`config.mk`:
```
export PLATFORM = sky130hd
export DESIGN_NAME = mem_arbiter
export DESIGN_NICKNAME = d
export VERILOG_FILES = /design/src/rtl/mem_arbiter.sv
export SDC_FILE = /design/constraint.sdc
export NUM_CORES = 1
export LEC_CHECK = 0
export BUFFER_PORTS_ARGS = -buffer_cell sky130_fd_sc_hd__buf_2
export CORE_MARGIN = 3
export CORE_UTILIZATION = 37
export CTS_BUF_LIST = sky130_fd_sc_hd__clkbuf_4 sky130_fd_sc_hd__clkbuf_8 sky130_fd_sc_hd__clkbuf_16
export CTS_CLUSTER_DIAMETER = 80
export DETAILED_ROUTE_END_ITERATION = 8
export GPL_TIMING_DRIVEN = 0
export HOLD_SLACK_MARGIN = 0.1
export PLACE_DENSITY_LB_ADDON = 0.2
export SYNTH_ARGS = -nofsm -noshare
export SYNTH_HDL_FRONTEND = slang
export SYNTH_SLANG_ARGS = --single-unit
```
`constraint.sdc`:
```
create_clock -name clk -period 3.89 [get_ports clk]
set_clock_uncertainty 0.15 [all_clocks]
set_input_delay 0.9725 -clock clk [delete_from_list [all_inputs] [get_ports clk]]
set_output_delay 0.9725 -clock clk [all_outputs]
set_load 0.01 [all_outputs]
```
`src/rtl/mem_arbiter.sv`:
```
// Arbitrates the single-ported main memory between the I-cache fill FSM and the D-cache.
// Stores win outright; competing fills alternate; a fill owns memory until its last beat.
module mem_arbiter #(
  parameter int BEATS = 8,
  parameter int CNT_W = 4
) (
  input  logic        clk,
  input  logic        rst_n,
  input  logic        i_req,
  input  logic [15:0] i_addr,
  input  logic        d_req,
  input  logic        d_wr,
  input  logic [15:0] d_addr,
  input  logic [15:0] d_wdata,
  input  logic        mem_data_valid,
  output logic        mem_en,
  output logic        mem_wr,
  output logic [15:0] mem_addr,
  output logic [15:0] mem_wdata,
  output logic        i_grant,
  output logic        d_grant,
  output logic        i_data_valid,
  output logic        d_data_valid,
  output logic        busy
);

  typedef enum logic [1:0] {
    IDLE    = 2'd0,
    I_FILL  = 2'd1,
    D_FILL  = 2'd2,
    D_WRITE = 2'd3
  } state_e;

  localparam logic [CNT_W-1:0] LAST_BEAT = CNT_W'(BEATS - 1);

  state_e           state_q, state_d;
  logic [CNT_W-1:0] cnt_q, cnt_d;
  logic             last_i_q, last_i_d;

  // NOTE: sequential state uses non-blocking assignments so every flop samples pre-edge values.
  always_ff @(posedge clk or negedge rst_n) begin
    if (!rst_n) begin
      state_q  <= IDLE;
      cnt_q    <= '0;
      last_i_q <= 1'b0;
    end else begin
      state_q  <= state_d;
      cnt_q    <= cnt_d;
      last_i_q <= last_i_d;
    end
  end

  // NOTE: every always_comb output gets a default first so no path can infer a latch.
  always_comb begin
    state_d  = state_q;
    cnt_d    = cnt_q;
    last_i_d = last_i_q;
    case (state_q)
      IDLE: begin
        cnt_d = '0;
        if (d_req && d_wr) begin
          state_d = D_WRITE;
        end else if (i_req && d_req) begin
          // Both want a fill: whoever did not fill last time goes now.
          if (last_i_q) begin
            state_d  = D_FILL;
            last_i_d = 1'b0;
          end else begin
            state_d  = I_FILL;
            last_i_d = 1'b1;
          end
        end else if (d_req) begin
          state_d  = D_FILL;
          last_i_d = 1'b0;
        end else if (i_req) begin
          state_d  = I_FILL;
          last_i_d = 1'b1;
        end
      end
      I_FILL, D_FILL: begin
        // Requests are ignored here; only the beat count ends a fill.
        if (mem_data_valid) begin
          if (cnt_q == LAST_BEAT) begin
            state_d = IDLE;
            cnt_d   = '0;
          end else begin
            cnt_d = cnt_q + CNT_W'(1);
          end
        end
      end
      D_WRITE: state_d = IDLE;
      default: state_d = IDLE;
    endcase
  end

  always_comb begin
    mem_en       = 1'b0;
    mem_wr       = 1'b0;
    mem_addr     = '0;
    mem_wdata    = '0;
    i_grant      = 1'b0;
    d_grant      = 1'b0;
    i_data_valid = 1'b0;
    d_data_valid = 1'b0;
    busy         = (state_q != IDLE);
    case (state_q)
      I_FILL: begin
        i_grant      = 1'b1;
        mem_en       = i_req;
        mem_addr     = i_addr;
        i_data_valid = mem_data_valid;
      end
      D_FILL: begin
        d_grant      = 1'b1;
        mem_en       = d_req;
        mem_addr     = d_addr;
        d_data_valid = mem_data_valid;
      end
      D_WRITE: begin
        d_grant   = 1'b1;
        mem_en    = 1'b1;
        mem_wr    = 1'b1;
        mem_addr  = d_addr;
        mem_wdata = d_wdata;
      end
      default: ;
    endcase
  end

endmodule

```
## Word level (Yosys, flattened, before mapping)

Cells that the tools add are included.

- Bits in registers: 7
- Output and inout port bits: 39

- Mux-type cells: 23
- $add $sub $neg: 1
- Eq/ne operators: 7
- Reduce and logical (&&, ||, !) cells: 11
- Bitwise gates (word level): 1

Operator list:

| operator | count |
|---|---|
| $pmux 16 s2 | 1 |
| $mux 16 | 1 |
| $mux 2 | 7 |
| $mux 1 | 9 |
| $mux 4 | 2 |
| $pmux 4 s2 | 1 |
| $pmux 2 s3 | 1 |
| $reduce_and 3->1 | 2 |
| $ne 5x5->1 const B | 1 |
| $add 4x1->4 const B | 1 |
| $eq 2x2->1 const B | 2 |
| $eq 4x3->1 const B | 1 |
| $ne 2x2->1 const B | 2 |
| $reduce_bool 2->1 | 2 |
| $reduce_or 2->1 | 2 |
| $pmux 1 s3 | 1 |
| $reduce_bool 3->1 | 1 |
| $eq 2x1->1 const B | 1 |
| $logic_and 1x1->1 | 2 |
| $logic_not 2->1 | 1 |
| $reduce_and 2->1 | 1 |
| $not 1->1 | 1 |

## Depth between registers and ports, before layout

Gate-level depths: netlist (run 1).

- Depth after elaboration: 5
- Depth in mapped cells: 7
- Mapped depth without buffers: 5

## Worst setup path after synthesis (run 1)

OpenSTA, ideal clock, no wires.

- Path type: register to output
- Start: register state_q[0]
- End: output port mem_addr[0]
- Path slack: 1327 ps
- Arrival: 1441 ps
- Required time: 2768 ps
- Stages on the path, launching flop included: 8
- Cells stage by stage: dfrtp_1 -> inv_1 -> ha_1 -> or2_1 -> buf_2 -> buf_2 -> a22oi_1 -> nor2_1

- Cells in the longest elaborated chain, start to end: 3
- Elaborated cells between the ends (all ways): 5
- Classes of those cells: 3 x eq/ne; 1 x mux; 1 x reduce/logical

RTL lines:

| what | RTL line | text |
|---|---|---|
| start, declared | 36 | `state_e state_q, state_d;` |
| start signal, assigned | 47 | `state_q <= state_d;` |
| $eq 2x2->1 | 106 | `case (state_q)` |
| $reduce_or 2->1 (no source line) | - |  |
| $pmux 16 s2 (*) | 106 |  |
| end, declared | 18 | `output logic [15:0] mem_addr,` |

Every way passes the cells marked *; elsewhere a longest branch is shown, timed or not.

## Worst setup path in the final report (run 1)

- Start: register state_q[1]
- End: output port mem_addr[0]

Same word-level chain as after synthesis.

==> results of run 1 <==
## sequential cells by signal (all words and copies together) (netlist names)
register  count
last_i_q      1
state_q       2
cnt_q         4
## worst reg2reg max path, cell delays in order, from the launching register on
cell and delay (ns):
dfrtp_1 0.41, inv_1 0.13, ha_1 0.30, buf_4 0.17, and2b_1 0.18, a221oi_4 0.23
mux2i_1 0.24
## path summary, 6_finish.rpt
kind | startpoint | endpoint | slack (ns) | cells past startpoint
min in group clk | cnt_q[1] | cnt_q[1] | 0.42 | 1
max in group asynchronous | rst_n | last_i_q | 3.03 | 1
worst min register to register | cnt_q[1] | cnt_q[1] | 0.42 | 1
worst min-delay path | rst_n | state_q[1] | 0.40 | 1
worst max register to register | state_q[0] | state_q[0] | 2.00 | 6
worst max-delay path | state_q[1] | mem_addr[0] | 0.83 | 7
## placed cells by master, fill, tap and decap left out, types with 2 or more instances in the layout
cell | synthesis | layout
dfrtp_1 | 7 | 7
clkbuf_1 | 3 | 3
nand2_1 | 3 | 3
a22oi_1 | 16 | 16
clkbuf_4 | 0 | 4
ha_1 | 9 | 9
nor2_1 | 20 | 20
a21oi_1 | 2 | 2
o21ai_0 | 2 | 2
inv_1 | 6 | 6
and2_1 | 16 | 16
nand4_1 | 2 | 2
buf_2 | 3 | 95
and2_2 | 2 | 2
a22o_1 | 3 | 3
mux2i_1 | 3 | 3
## final cells by class
cell class	instances	area, sq um
Buffer	8	37.5
Clock buffer	4	30.0
Fill cell	186	689
Inverter	6	22.5
Multi-Input combinational cell	89	633
Sequential cell	7	175
Tap cell	27	33.8
Timing Repair Buffer	92	460
## kinds of logic after synthesis
logic type      synth area share
buf+inv                   0.0692
fa+ha+maj                  0.130
compound gates             0.251
simple gates               0.278
xor+xnor                  0.0101
flops                      0.202
mux                       0.0605
## power by group through the flow
stage | sequential, mW | combinational [mW] | clock [mW]
after detailed placement | 0.131 | 0.630 | 0
after CTS | 0.129 | 0.633 | 0.0736
final | 0.129 | 0.628 | 0.0713
after global placement | 0.128 | 0.613 | 0
after global routing | 0.133 | 0.700 | 0.0781
after floorplan | 0.124 | 0.426 | 0
## layer usage
layer	vias up	global-route usage	part of all wire
met4	0	0.0249	0
li1	576	-	-
met3	0	0.0245	0.10
met1	534	0.198	0.39
met5	-	0	0
met2	50	0.380	0.51
## per-stage QoR
step                      total power, mW  setup WS [ns]  hold slack (ns)  cells
after floorplan                     0.550           1.33            0.356    110
after global placement              0.741           1.12            0.385    229
after detailed placement            0.761           1.07            0.406    229
after CTS                           0.835          0.820            0.395    233
after global routing                0.912          0.629            0.392    233
final                               0.828          0.830            0.403    233
==> key figures, run 1 <==
Synth
  – Top-area cell type share of the netlist area: 0.202
  – Unique cell type count in the Yosys netlist: 28
  – Synth Cell Area: between 800 and 900 sq um
  – Synth area leader: dfrtp_1
  – Syn nets: between 150 and 200
  – Register area share after synthesis: 0.202
  – Syn avg cell area: approximately 7.9 sq um
  – Synth cell count leaders: nor2_1, a22oi_1, and2_1, ha_1, dfrtp_1
  – Post-synth EDFFs: 0
  – Most common cell in the netlist: nor2_1
  – Top cells by area, synth: dfrtp_1, a22oi_1, ha_1, and2_1, nor2_1
  – Post-synth ARST share: 1.00
  – Predominant post-synthesis flop cell: dfrtp_1
  – Flops & latches, synth: 7
  – Synthesized instance count: 110
  – Yosys warns: 0

Power
  – P_int: 417 uW
  – Comb power frac: 0.758
  – PD cells: about 590 nW/um^2
  – Lkg Pwr: 0.840 nW
  – P_sw: ~410 uW
  – Clock network power share: 0.086
  – Worst vdd ir: around 0.5 mV
  – Reg power frac: 0.156
  – Sw frac: 0.497

Global routing
  – Number of global-route vias before repair: 1013
  – Largest net degree at the start of global routing: 11
  – Congestion Overflow GR: 0
  – Antenna violations before repair: 0
  – First-pass GRT wire length: 4.16 mm
  – GR Util All Layers: 0.185

Timing
  – Period minus WS final: a little over 3 ns
  – Crit share post-route: 0.787
  – Setup tns final: 0 ns
  – Max Slew Vio Count: 0
  – Max_slew headroom: 0.736
  – Slew at the pin closest to its max-slew limit: 0.396 ns
  – Fin. Hold Viols: 0
  – Highest Clock Rate: around 0.33 GHz
  – Unrepaired setup endpoints after global routing: false
  – Final Setup Violations: 0

Placed design
  – IO Port Bufs: a little over 90
  – GP Congestion: around 0.73
  – Post-placement cell area: approximately 1400 sq um
  – Dpl hpwl: about 2.6 mm

Routing
  – TritonRoute pass-1 iters: 4
  – DR DRC count: 0
  – Drt via density: roughly 5
  – Routed Antenna Nets: 0
  – Final WL: 2.96 mm
  – Drt initial violations: 17
  – Via count: between 1000 and 1500
  – Avg WL per Cell: around 13 microns

Critical path
  – CP required: between 2 and 3 ns
  – Crit-path max cell delay: roughly 0.42 ns
  – CP max stage cell: dfrtp_1
  – Kind of critical path: reg2out
  – Critical-path cell list: inv_1 -> ha_1 -> buf_2 -> buf_1 -> a22oi_1 -> nor2_1 -> buf_2
  – Worst Setup End Kind: output pin
  – CP Max Fanout: 10
  – Critical Path Start Type: flop
  – WP buf/inv: 4
  – WP data arrival: slightly below 2 ns
  – Most frequent CP cell: buf_2
  – Top delay family on crit path: buffers and inverters

Layout
  – Utilization after layout: 0.669
  – Final net count: 270
  – Share of cells above drive strength 1: 0.505
  – Antenna cell count: 0
  – Area delta synth->final: 60.4%
  – Final Instance Area: about 1400 sq um

Die
  – Starting Density: 0.417
  – Core Area: about 2100 sq um
  – Die X: ~54 microns
  – Row count: 16
  – IO Pins: 93
  – Die Ht: 54.4 microns
  – DIE AREA: between 2000 and 3000 sq um

Run
  – Maximum Capacitance Violations: 0

Clock network
  – Post_cts resized: 0
  – Reg clk slew, reported paths: around 0.050 ns
  – Clk root buf: clkbuf_4
  – CTS Sinks: 7
  – CTS Buf Count: 3
  – Latest clock arrival within the worst-skew pair: around 0.25 ns
  – Htree depth: 1
  – CTS tree: yes
  – Clk buf depth: 2
  – Post-CTS setup buffers: 0
  – # hold bufs at CTS: 0

Worst hold path
  – Hold WC Path Type: in2async

Outcome
  – Outcome: complete, no violations
Power figures use the tool's default switching activity.
==> run 2, diff against run 1 <==
- ABC_AREA: default -> 1
- CORE_UTILIZATION: 37 -> 36
- clock period: 3.89 -> 2.88 ns (I/O delays scaled with it)
==> run 2 against run 1 <==
Compared with the run above: die area rose by 8.6%; synthesized cell count rose by 51%; routed wire length fell by 2.2%; non-clock buffer count did not move; critical path type unchanged.
==> key figures, run 2 <==
Critical path
  – Kind of critical path: reg2out
  – CP max stage cell: dfrtp_1
  – Critical-path cell list: inv_1 -> ha_1 -> or2_1 -> buf_6 -> buf_8 -> nand2_1 -> a21oi_1 -> buf_2
  – CP Max Fanout: 10 (unchanged)
  – Top delay family on crit path: buffers and inverters
  – CP required: 2.01 ns (-0.76 ns)
  – WP buf/inv: 4 (unchanged)
  – WP data arrival: 1.79 ns (-0.15 ns)
  – Critical Path Start Type: flop
  – Crit-path max cell delay: 0.45 ns (+0.03 ns)
  – Worst Setup End Kind: output pin

Placed design
  – IO Port Bufs: 92 (unchanged)
  – DP Cell Count: 286 (+25%)
  – Placement Setup Slack: 0.489 ns (-0.586 ns)
  – Dpl hpwl: 2.40 mm (-6.2%)
  – GP Congestion: 0.777 (+6.0%)

Timing
  – Fin. Hold Viols: 0 (unchanged)
  – Setup tns final: 0 ns (unchanged)
  – Max Slew Vio Count: 0 (unchanged)
  – Final worst setup slack: 0.224 ns (-0.606 ns)
  – Final Setup Violations: 0 (unchanged)
  – Worst hold slack: 0.142 ns (-0.260 ns)
  – Slew at the pin closest to its max-slew limit: 0.341 ns (-0.0547 ns)
  – Crit share post-route: 0.922
  – Max_slew headroom: 0.773 (+0.0365)
  – Period minus WS final: about 2.7 ns
  – Highest Clock Rate: 0.376 GHz
  – Unrepaired setup endpoints after global routing: false

Global routing
  – Largest net degree at the start of global routing: 11 (unchanged)
  – Antenna violations before repair: 0 (unchanged)
  – First-pass GRT wire length: 4.59 mm (+10%)
  – Congestion Overflow GR: 0 (unchanged)
  – GR Util All Layers: 0.169 (-0.0154)
  – Number of global-route vias before repair: 1058 (+4.4%)

Synth
  – Yosys warns: 0 (unchanged)
  – Predominant post-synthesis flop cell: dfrtp_1
  – Post-synth ARST share: 1.00 (unchanged)
  – Register area share after synthesis: 0.189 (-0.0128)
  – Most common cell in the netlist: nand2_1
  – Post-synth EDFFs: 0 (unchanged)
  – Top cells by area, synth: nand2_1, dfrtp_1, ha_1, inv_1, a21oi_1
  – Synth Cell Area: 927 sq um (+6.8%)
  – Flops & latches, synth: 7 (unchanged)
  – Synth area leader: nand2_1
  – Unique cell type count in the Yosys netlist: 17 (-39%)
  – Synth cell count leaders: nand2_1, inv_1, a21oi_1, ha_1, dfrtp_1
  – Top-area cell type share of the netlist area: 0.300 (+0.0979)
  – Syn avg cell area: 5.59 sq um (-29%)
  – Syn nets: 229 (+32%)
  – Synthesized instance count: 166 (+51%)

Clock network
  – CTS Buf Count: 3 (unchanged)
  – Clk buf depth: 2 (unchanged)
  – Post-CTS setup buffers: 0 (unchanged)
  – Latest clock arrival within the worst-skew pair: 0.25 ns (about the same)
  – Reg clk slew, reported paths: 0.05 ns (about the same)
  – CTS tree: yes
  – Htree depth: 1 (unchanged)
  – Post_cts resized: 0 (unchanged)
  – Clk root buf: clkbuf_4
  – CTS Sinks: 7 (unchanged)
  – # hold bufs at CTS: 0 (unchanged)

Routing
  – Drt via density: 4.42 (-11%)
  – Via count: 1283 (+11%)
  – Final WL: 2.90 mm (-2.2%)
  – Drt initial violations: 77 (+60)
  – Avg WL per Cell: 9.99 microns (-21%)
  – Routed Antenna Nets: 0 (unchanged)
  – TritonRoute pass-1 iters: 4 (unchanged)
  – DR DRC count: 0 (unchanged)

Layout
  – Multi-input gate area: 582 sq um (-8.1%)
  – Most frequent cells in the layout: buf_2, nand2_1, inv_1
  – Max FFs per register: 4 (unchanged)
  – Largest reg by FF count: cnt_q
  – Final net count: 326 (+21%)
  – FF/Latch Area: 175 sq um (unchanged)
  – Share of cells above drive strength 1: 0.401 (-0.104)
  – Antenna cell count: 0 (unchanged)
  – Non-filler cells, final: 290 (+24%)
  – Number of fill cells in the layout: 251 (+35%)
  – Leading cell type in the layout, fill and taps excluded: buf_2
  – Largest registers: cnt_q: 4 flops, state_q: 2 flops, last_i_q: 1 flops
  – Area delta synth->final: 56.7%

Power
  – Total power: 1.10 mW (+32%)
  – PD cells: 754 nW/um^2 (+27%)
  – Lkg Pwr: 1.04 nW (+23%)
  – Worst vdd ir: 0.622 mV (+22%)

Die
  – Die Ht: 56.8 microns (+4.2%)
  – DIE AREA: 3220 sq um (+8.6%)
  – IO Pins: 93 (unchanged)
  – Core Area: 2320 sq um (+11%)
  – Die X: 56.8 microns (+4.2%)
  – Starting Density: 0.400 (-0.0172)
  – Row count: 17 (+1)

Worst hold path
  – Hold WC Path Type: in2async

Run
  – Maximum Capacitance Violations: 0 (unchanged)

Outcome
  – Outcome: complete, no violations
==> run 2: changes by cell type after synthesis, sizes merged, moves of 3 or more <==
cell,previous run,this run
o21ai,2,5
a22oi,16,1
and2,18,0
a21oi,2,18
nand3,0,4
nor2,20,6
nand2,3,76
mux2i,3,0
inv,6,30
a22o,3,0
==> run 2: metal layers <==
layer | track usage | share of wire
met5 | 0 | 0
met4 | 0.0397 | 0.0086
met3 | 0.0391 | 0.091
met2 | 0.279 | 0.48
met1 | 0.223 | 0.42
==> run 2: stage by stage <==
| step | area, sq um | util |
|---|---|---|
| 2_1_floorplan | 927 | - |
| 3_3_place_gp | 1420 | 0.614 |
| 3_5_place_dp | 1420 | 0.614 |
| 4_1_cts | 1450 | 0.627 |
| 5_1_grt | 1450 | 0.627 |
| 6_report | 1450 | 0.627 |
==> run 2: worst reg2reg max path: stages (launching register included) <==
cell and delay [ns]:
dfrtp_1 0.45, inv_1 0.13, ha_1 0.39, nand2_1 0.15, nand2_1 0.11, o21ai_0 0.17
nand2_1 0.07
==> run 2: power by group <==
group	switching [mW]	internal (mW)	total, mW
Sequential	0.0317	0.135	0.167
Clock	0.0380	0.0624	0.100
Combinational	0.502	0.326	0.828
==> run 2: final cells by class <==
| type | count | area share |
|---|---|---|
| Multi-Input combinational cell | 121 | 0.401 |
| Sequential cell | 7 | 0.121 |
| Inverter | 30 | 0.0775 |
| Clock buffer | 4 | 0.0207 |
| Buffer | 8 | 0.0396 |
| Tap cell | 28 | 0.0241 |
| Timing Repair Buffer | 92 | 0.317 |
==> run 2: worst paths after layout <==
path	start	to	slack [ns]	cells after the start
min in group clk	cnt_q[2]	cnt_q[2]	0.41	2
min reg2reg	cnt_q[2]	cnt_q[2]	0.41	2
max	state_q[0]	mem_addr[10]	0.22	8
max in group asynchronous	rst_n	state_q[0]	2.28	1
max reg2reg	state_q[0]	state_q[1]	1.17	6
min	rst_n	cnt_q[1]	0.14	1
==> run 2: cell families after synthesis <==
group | share of synthesized area
DFF | 0.189
adders and majority gates | 0.121
buffers and inverters | 0.184
AOI/OAI and AO/OA | 0.140
and+or+nand+nor | 0.366
==> run 3, diff against run 2 <==
- CELL_PAD_IN_SITES_DETAIL_PLACEMENT: default -> 2
- CELL_PAD_IN_SITES_GLOBAL_PLACEMENT: default -> 2
- CORE_UTILIZATION: 36 -> 15
- MAX_ROUTING_LAYER: default -> met4
==> run 3 against run 2 <==
Compared with the run above: register-to-register slack lost 0.08 ns; first-iteration DRC count shrank 73%; power grew 8.8%; cell area grew 5.1%; largest power group unchanged; highest routed layer unchanged.
==> key figures, run 3 (synthesis results as in run 2) <==
Clock network
  – # hold bufs at CTS: 0 (unchanged)
  – Latest clock arrival within the worst-skew pair: 0.23 ns (-0.02 ns)
  – Htree depth: 1 (unchanged)
  – Clk buf depth: 2 (unchanged)
  – Clk root buf: clkbuf_8
  – CTS Buf Count: 3 (unchanged)
  – CTS tree: yes
  – Reg clk slew, reported paths: 0.04 ns (about the same)
  – CTS Sinks: 7 (unchanged)

Layout
  – Most frequent cells in the layout: buf_2, nand2_1, inv_1
  – Leading cell type in the layout, fill and taps excluded: buf_2
  – Max FFs per register: 4 (unchanged)
  – Final Instance Area: 1530 sq um (+5.1%)
  – Non-filler cells, final: 336 (+16%)
  – Largest reg by FF count: cnt_q
  – Share of cells above drive strength 1: 0.402 (+0.00154)
  – Final net count: 325 (-0.31%)
  – Antenna cell count: 0 (unchanged)
  – Area delta synth->final: 64.6%
  – Utilization after layout: 0.256 (-0.370)
  – Largest registers: cnt_q: 4 flops, state_q: 2 flops, last_i_q: 1 flops

Critical path
  – WP data arrival: 1.82 ns (+0.03 ns)
  – CP max stage cell: dfrtp_1
  – Crit-path max cell delay: 0.45 ns (about the same)
  – CP Max Fanout: 10 (unchanged)
  – WP buf/inv: 4 (unchanged)
  – Critical-path cell list: inv_1 -> ha_1 -> or2_1 -> buf_6 -> buf_8 -> nand2_1 -> a21oi_1 -> buf_2
  – Kind of critical path: reg2out
  – Top delay family on crit path: buffers and inverters
  – Worst Setup End Kind: output pin
  – Critical Path Start Type: flop
  – CP required: 2.01 ns (about the same)

Global routing
  – Routing usage on met1: 0.150 (-0.0731)
  – Met3 GRT Util: 0.0128 (-0.0263)
  – First-pass GRT wire length: 6.87 mm (+50%)
  – Largest net degree at the start of global routing: 11 (unchanged)
  – Met2 Track Usage GR: 0.201 (-0.0775)
  – Number of global-route vias before repair: 1435 (+36%)
  – GR peak layer: met2
  – GR Util All Layers: 0.119 (-0.0501)
  – Antenna violations before repair: 0 (unchanged)
  – Congestion Overflow GR: 0 (unchanged)

Power
  – PD cells: 781 nW/um^2 (+3.5%)
  – Lkg Pwr: 1.04 nW (+0.64%)
  – Worst vdd ir: 0.255 mV (-59%)

Die
  – DIE AREA: 7160 sq um (+120%)
  – Starting Density: 0.156 (-0.244)
  – Row count: 28 (+11)
  – IO Pins: 93 (unchanged)
  – Die Ht: 84.6 microns (+49%)
  – Core Area: 5960 sq um (+160%)
  – Die X: 84.6 microns (+49%)

Timing
  – Period minus WS final: 2.69 ns (+0.0294 ns)
  – Highest Clock Rate: 0.372 GHz (-1.1%)
  – Final Setup Violations: 0 (unchanged)
  – Crit share post-route: 0.932 (+0.0102)
  – Final worst setup slack: 0.194 ns (-0.0294 ns)
  – Max_slew headroom: 0.784 (+0.0112)
  – Unrepaired setup endpoints after global routing: false
  – Fin. Hold Viols: 0 (unchanged)
  – Max Slew Vio Count: 0 (unchanged)
  – Slew at the pin closest to its max-slew limit: 0.324 ns (-0.0168 ns)
  – Setup tns final: 0 ns (unchanged)

Routing
  – Final WL: 4.18 mm (+44%)
  – Drt via density: 4.04 (-8.7%)
  – Drt initial violations: 21 (-73%)
  – Via count: 1357 (+5.8%)
  – Routed Antenna Nets: 0 (unchanged)
  – DR DRC count: 0 (unchanged)
  – Avg WL per Cell: 12.5 microns (+25%)
  – TritonRoute pass-1 iters: 4 (unchanged)

Placed design
  – DP Cell Count: 333 (+16%)
  – Post-placement cell area: 1480 sq um (+4.1%)
  – IO Port Bufs: 92 (unchanged)
  – Dpl hpwl: 3.66 mm (+53%)
  – GP Congestion: 0.716 (-7.9%)
  – Placement Setup Slack: 0.382 ns (-0.107 ns)

Run
  – Maximum Capacitance Violations: 0 (unchanged)

Worst hold path
  – Hold WC Path Type: in2async

Outcome
  – Outcome: complete, no violations
run 3: path summary, 6_finish.rpt:
kind,start,end,slack [ns],depth (start not counted)
max reg2reg,state_q[0],state_q[0],1.09,6
max,state_q[0],mem_addr[2],0.19,8
min in group clk,cnt_q[2],cnt_q[2],0.40,2
min,rst_n,cnt_q[0],0.17,1
max in group asynchronous,rst_n,state_q[0],2.24,1
min reg2reg,cnt_q[2],cnt_q[2],0.40,2
run 3: power by group:
group	total (mW)	leakage (nW)	internal (mW)	switching, mW
logic	0.870	0.925	0.330	0.540
registers	0.171	0.0915	0.136	0.0350
clock network	0.151	0.0262	0.105	0.0460
run 3: layout make-up:
| cell class | count | area (sq um) |
|---|---|---|
| inverter | 30 | 113 |
| clock buffer | 4 | 48.8 |
| buffer | 7 | 53.8 |
| fill | 786 | 4430 |
| sequential | 7 | 175 |
| tap | 75 | 93.8 |
| timing repair buffer | 92 | 460 |
| multi-input combinational | 121 | 582 |
run 3: routing by layer:
metal  part of all wire  routed length [microns]
met1               0.43                     1790
met2               0.49                     2070
met3              0.068                      285
met4              0.010                       43
met5                  0                        0
run 3: through the flow:
stage	total power, mW	hold WS (ns)
2_1_floorplan	0.727	0.274
3_3_place_gp	1.05	0.387
3_5_place_dp	1.07	0.398
4_1_cts	1.23	0.176
5_1_grt	1.35	0.177
6_report	1.19	0.172
run 3: repair_timing:
item                       in CTS  in global routing
setup endpoints to repair       0                  8
gates resized for setup         0                  0
buffers inserted                0                  0
